## config.mk

```make
export PLATFORM = sky130hd
export DESIGN_NAME = delay_meter
export DESIGN_NICKNAME = d
export VERILOG_FILES = /design/src/rtl/delay_meter.sv
export SDC_FILE = /design/constraint.sdc
export NUM_CORES = 1
export LEC_CHECK = 0
export CAP_MARGIN = 20
export CORE_ASPECT_RATIO = 0.8
export CORE_UTILIZATION = 25
export CTS_CLUSTER_DIAMETER = 60
export CTS_CLUSTER_SIZE = 14
export DETAILED_ROUTE_END_ITERATION = 8
export GPL_TIMING_DRIVEN = 0
export PLACE_DENSITY = 0.49
export SLEW_MARGIN = 20
export SYNTH_ARGS = -nofsm -noshare
export SYNTH_HDL_FRONTEND = slang
export SYNTH_SLANG_ARGS = --single-unit
```

## constraint.sdc

```tcl
create_clock -name clk -period 2.5 [get_ports clk]
set_clock_uncertainty 0.1 [all_clocks]
set_input_delay 0.5 -clock clk [delete_from_list [all_inputs] [get_ports clk]]
set_output_delay 0.5 -clock clk [all_outputs]
set_load 0.02 [all_outputs]
```

## src/rtl/delay_meter.sv

```systemverilog
// Launch/capture controller: toggles launch, counts cycles until sense follows, reports count/timeout.
// Optional DELAY_METER_AVG4_EN: four alternating-edge runs per start, count = truncated mean.
module delay_meter #(
  parameter int CNT_W = 8
) (
  input  logic             clk,
  input  logic             rst,
  input  logic             start,
  input  logic             sense,
  output logic             launch,
  output logic             busy,
  output logic             done,
  output logic             timeout,
  output logic [CNT_W-1:0] count
);

  typedef enum logic [1:0] {IDLE, ARM, WAIT, DONE} state_t;

  localparam logic [CNT_W-1:0] CNT_MAX = '1;

  state_t           state;
  logic             sense_m, sense_s, ref_lvl;
  logic [CNT_W-1:0] cnt;

`ifdef DELAY_METER_AVG4_EN
  logic [1:0]       run;
  logic [CNT_W+1:0] sum, sum_nxt;
  assign sum_nxt = sum + (CNT_W+2)'(cnt);
`endif

  always_ff @(posedge clk) begin
    if (rst) begin
      state   <= IDLE;
      sense_m <= 1'b0;
      sense_s <= 1'b0;
      ref_lvl <= 1'b0;
      cnt     <= '0;
      launch  <= 1'b0;
      busy    <= 1'b0;
      done    <= 1'b0;
      timeout <= 1'b0;
      count   <= '0;
`ifdef DELAY_METER_AVG4_EN
      run     <= '0;
      sum     <= '0;
`endif
    end else begin
      // synchroniser latency is deliberately part of the measured count
      sense_m <= sense;
      sense_s <= sense_m;
      done    <= 1'b0;
      case (state)
        IDLE: if (start) begin
          state   <= ARM;
          busy    <= 1'b1;
          timeout <= 1'b0;
`ifdef DELAY_METER_AVG4_EN
          run     <= '0;
          sum     <= '0;
`endif
        end
        ARM: begin
          ref_lvl <= sense_s;
          launch  <= ~launch;
          cnt     <= '0;
          state   <= WAIT;
        end
        WAIT: begin
          if (sense_s != ref_lvl) begin
            state <= DONE;
`ifdef DELAY_METER_AVG4_EN
            if (run == 2'd3) begin
              count <= sum_nxt[CNT_W+1:2];
              done  <= 1'b1;
            end else begin
              sum <= sum_nxt;
              run <= run + 2'd1;
            end
`else
            count <= cnt;
            done  <= 1'b1;
`endif
          end else if (cnt == CNT_MAX) begin
            // timeout also aborts any remaining averaging runs
            count   <= CNT_MAX;
            timeout <= 1'b1;
            done    <= 1'b1;
            state   <= DONE;
          end else begin
            cnt <= cnt + 1'b1;
          end
        end
        DONE: begin
`ifdef DELAY_METER_AVG4_EN
          // done is only raised for the final (or aborted) run
          if (done) begin
            state <= IDLE;
            busy  <= 1'b0;
          end else begin
            state <= ARM;
          end
`else
          state <= IDLE;
          busy  <= 1'b0;
`endif
        end
        default: state <= IDLE;
      endcase
    end
  end

endmodule

```

==> results.txt <==
status = finished clean
Setup crit start kind = flop
clk root buf = clkbuf_8
Crit Path Max Fanout = 10
synth unique cells = 36
Clock Tree Buf Depth = 2
Post-synth top cells = dfxtp_1, o221a_2, nand2_1
clock power share = 0.243
per-cell routed wire length = 13.2 µm
leak pwr = 0.499 nW
ANT cells = 0
CTS Hold Buffers Added = 0
Final nets = 145
maximum VDD drop = 0.000311 V
Net Sw Power = 0.334 mW
Req. time, crit path = 2.57 ns
sequential share of power = 0.459
WP data arrival = 1.95 ns
CP startpoint = cnt[0]
Register Area = 500 µm²
Layout fillers = 425
total congestion overflow = 0
Synth Area per Inst = 9.86 µm²
cell with the most instances after synthesis = dfxtp_1
combinational share of power = 0.298
Die X = 77.6 µm
Detailed Route Iter0 Violations = 95
CTS HTree Levels = 1
area delta synth->final = 23.6%
most used flip-flop cell after synthesis = dfxtp_1
Site Rows = 21
starting density of the core = 0.267
multi-input logic area = 596 µm²
post-CTS setup buffers = 0
die area = 4850 µm²
largest net degree at the start of global routing = 16
YS warnings = 0
Max Cap Viol = 0
Netlist Area Pre-Place = 1140 µm²
number of global-route vias before repair = 927
met2 Track Usage GR = 0.178
final hold violation count = 0
Int Pwr = 0.688 mW
min-delay src = sense_m
busiest grt layer = met2
first-pass GRT wire length = 4330 µm
switching share of power = 0.327
fraction of layout cells with a size suffix above 1 = 0.133
Syn Nets = 125
WS Path Type = reg2reg
PD cells = 723 nW/µm²
top post-synthesis cells by area = dfxtp_1, o221a_2, ha_1
Worst setup EP type = flop
post-detail-place hpwl = 1910 µm
# setup viols final = 0
Clock Latency Late Sink = 0.27 ns
die height = 62.5 µm
Slew Limit Fails = 0
cell breakdown of the critical path = ha_1 -> nand3_1 -> o211ai_2 -> buf_6 -> nor4_1 -> a311o_1
Period minus WS final = 1.88 ns
slew margin rel. = 0.678
ANT nets after route = 0
worst hold-check path type = reg2reg
Cells after Synth = 116
R2R Setup Slk = 0.62 ns
f_max = 533 MHz
TritonCTS Buffers = 3
drt drc = 0
Final Wtd Congestion = 0.844
CTS tree = done
clock slew at reported path FFs = 0.10 ns
Global Route Usage Sum = 0.112
Synth top area share = 0.438
register area share after synthesis = 0.438
met1 Use GR = 0.148
Vias = 960
final hold slack = 0.357 ns
Final period util = 0.751
slowest cell on the critical path = dfxtp_1
post-synth top area cell = dfxtp_1
I/O pin cnt = 16
RSZ-0062 raised after global routing = false
clock sink count = 25
I/O Buffers = 15
critical path's largest stage delay = 0.46 ns
Async SR Flop Fraction = 0
final WL = 2540 µm
routed vias/inst = 5.00
WP buf/inv = 1
number of flops mapped to enable cells by yosys = 0
Placeable Area = 4280 µm²
drt first pass iters = 4
initial antenna violation count = 0
setup tns final = 0 ns
Largest delay share family, worst path = compound AO/OA/AOI/OAI gates
Resized cells post-CTS = 0
Reg-to-Reg Start = cnt[0]
met3 global-route usage = 0.0350
number of register bits inferred by synthesis = 25
worst slew pin tran = 0.483 ns
==> final timing paths <==
check             endpoint  cells after the start
hold / removal     sense_s                      1
setup / recovery    cnt[5]                      6
setup reg to reg    cnt[5]                      6
hold reg to reg    sense_s                      1
==> cell type report <==
type,count,share of cell area
Clock inverter,1,0.00531
Timing Repair Buffer,15,0.106
Multi-Input combinational cell,81,0.421
Buffer,6,0.0230
Tap cell,57,0.0504
Inverter,4,0.0106
Sequential cell,25,0.354
Clock buffer,3,0.0292
==> through the flow <==
| stage | util | power (mW) | setup WS, ns | cells | area, µm² |
|---|---|---|---|---|---|
| floorplan | - | 0.690 | 0.880 | 116 | 1140 |
| global placement | 0.319 | 0.779 | 0.483 | 188 | 1370 |
| detailed placement | 0.319 | 0.783 | 0.480 | 188 | 1370 |
| CTS | 0.330 | 1.03 | 0.649 | 192 | 1410 |
| global route | 0.330 | 1.09 | 0.465 | 192 | 1410 |
| finish | 0.330 | 1.02 | 0.623 | 192 | 1410 |
==> power by group through the flow <==
stage | Sequential (mW) | Clock (mW) | Combinational [mW]
after CTS | 0.470 | 0.256 | 0.304
final | 0.469 | 0.249 | 0.304
after floorplan | 0.493 | 0 | 0.197
after detailed placement | 0.478 | 0 | 0.305
after global placement | 0.476 | 0 | 0.303
after global routing | 0.475 | 0.274 | 0.340
==> registers in the layout, summed over array words and instances, names as in the netlist <==
signal	flops
timeout	1
busy	1
launch	1
count	8
sense_m	1
state	2
sense_s	1
done	1
ref_lvl	1
cnt	8
==> logic make-up (layout without fill, tap and decap cells) <==
logic type	count (synthesis)	after routing	synth area share
xor+xnor	2	2	0.0317
buf+inv	10	29	0.0416
compound gates	28	28	0.208
simple gates	45	45	0.218
flops	25	25	0.438
mux	1	1	0.00875
fa+ha+maj	5	5	0.0547
==> cell usage in the layout (no fill, tap or decap) <==
cell type and count:
clkinvlp_4 1, xnor2_1 1, a41oi_1 1, o31ai_1 2
nor2b_1 3, xnor2_4 1, nor2_1 6, and3_1 4
nand4b_1 1, ha_1 5, nor3_1 1, or4_1 1
nand3_1 4, clkbuf_1 1, a21oi_1 5, nor4_1 1
dfxtp_1 25, inv_1 4, o211ai_1 1, o21a_1 1
o2111ai_1 2, buf_1 2, o41ai_1 1, and2_1 4
nand2_1 7, o21ai_0 3, clkbuf_8 3, or3_1 2
clkdlybuf4s50_1 15, o221a_2 9, o311ai_0 1, a311o_1 1
nand2b_1 5, buf_6 1, and4_1 1, nand4_1 5
buf_2 2, o211ai_2 1, mux2i_1 1
==> layer usage <==
| metal | up-vias | wire length, µm | part of all wire |
|---|---|---|---|
| met2 | 18 | 1180 | 0.46 |
| met1 | 459 | 1230 | 0.49 |
| met4 | 0 | 13 | 0.0051 |
| met3 | 2 | 114 | 0.045 |
| met5 | - | 0 | 0 |
| li1 | 481 | - | - |
Power figures use the tool's default switching activity.
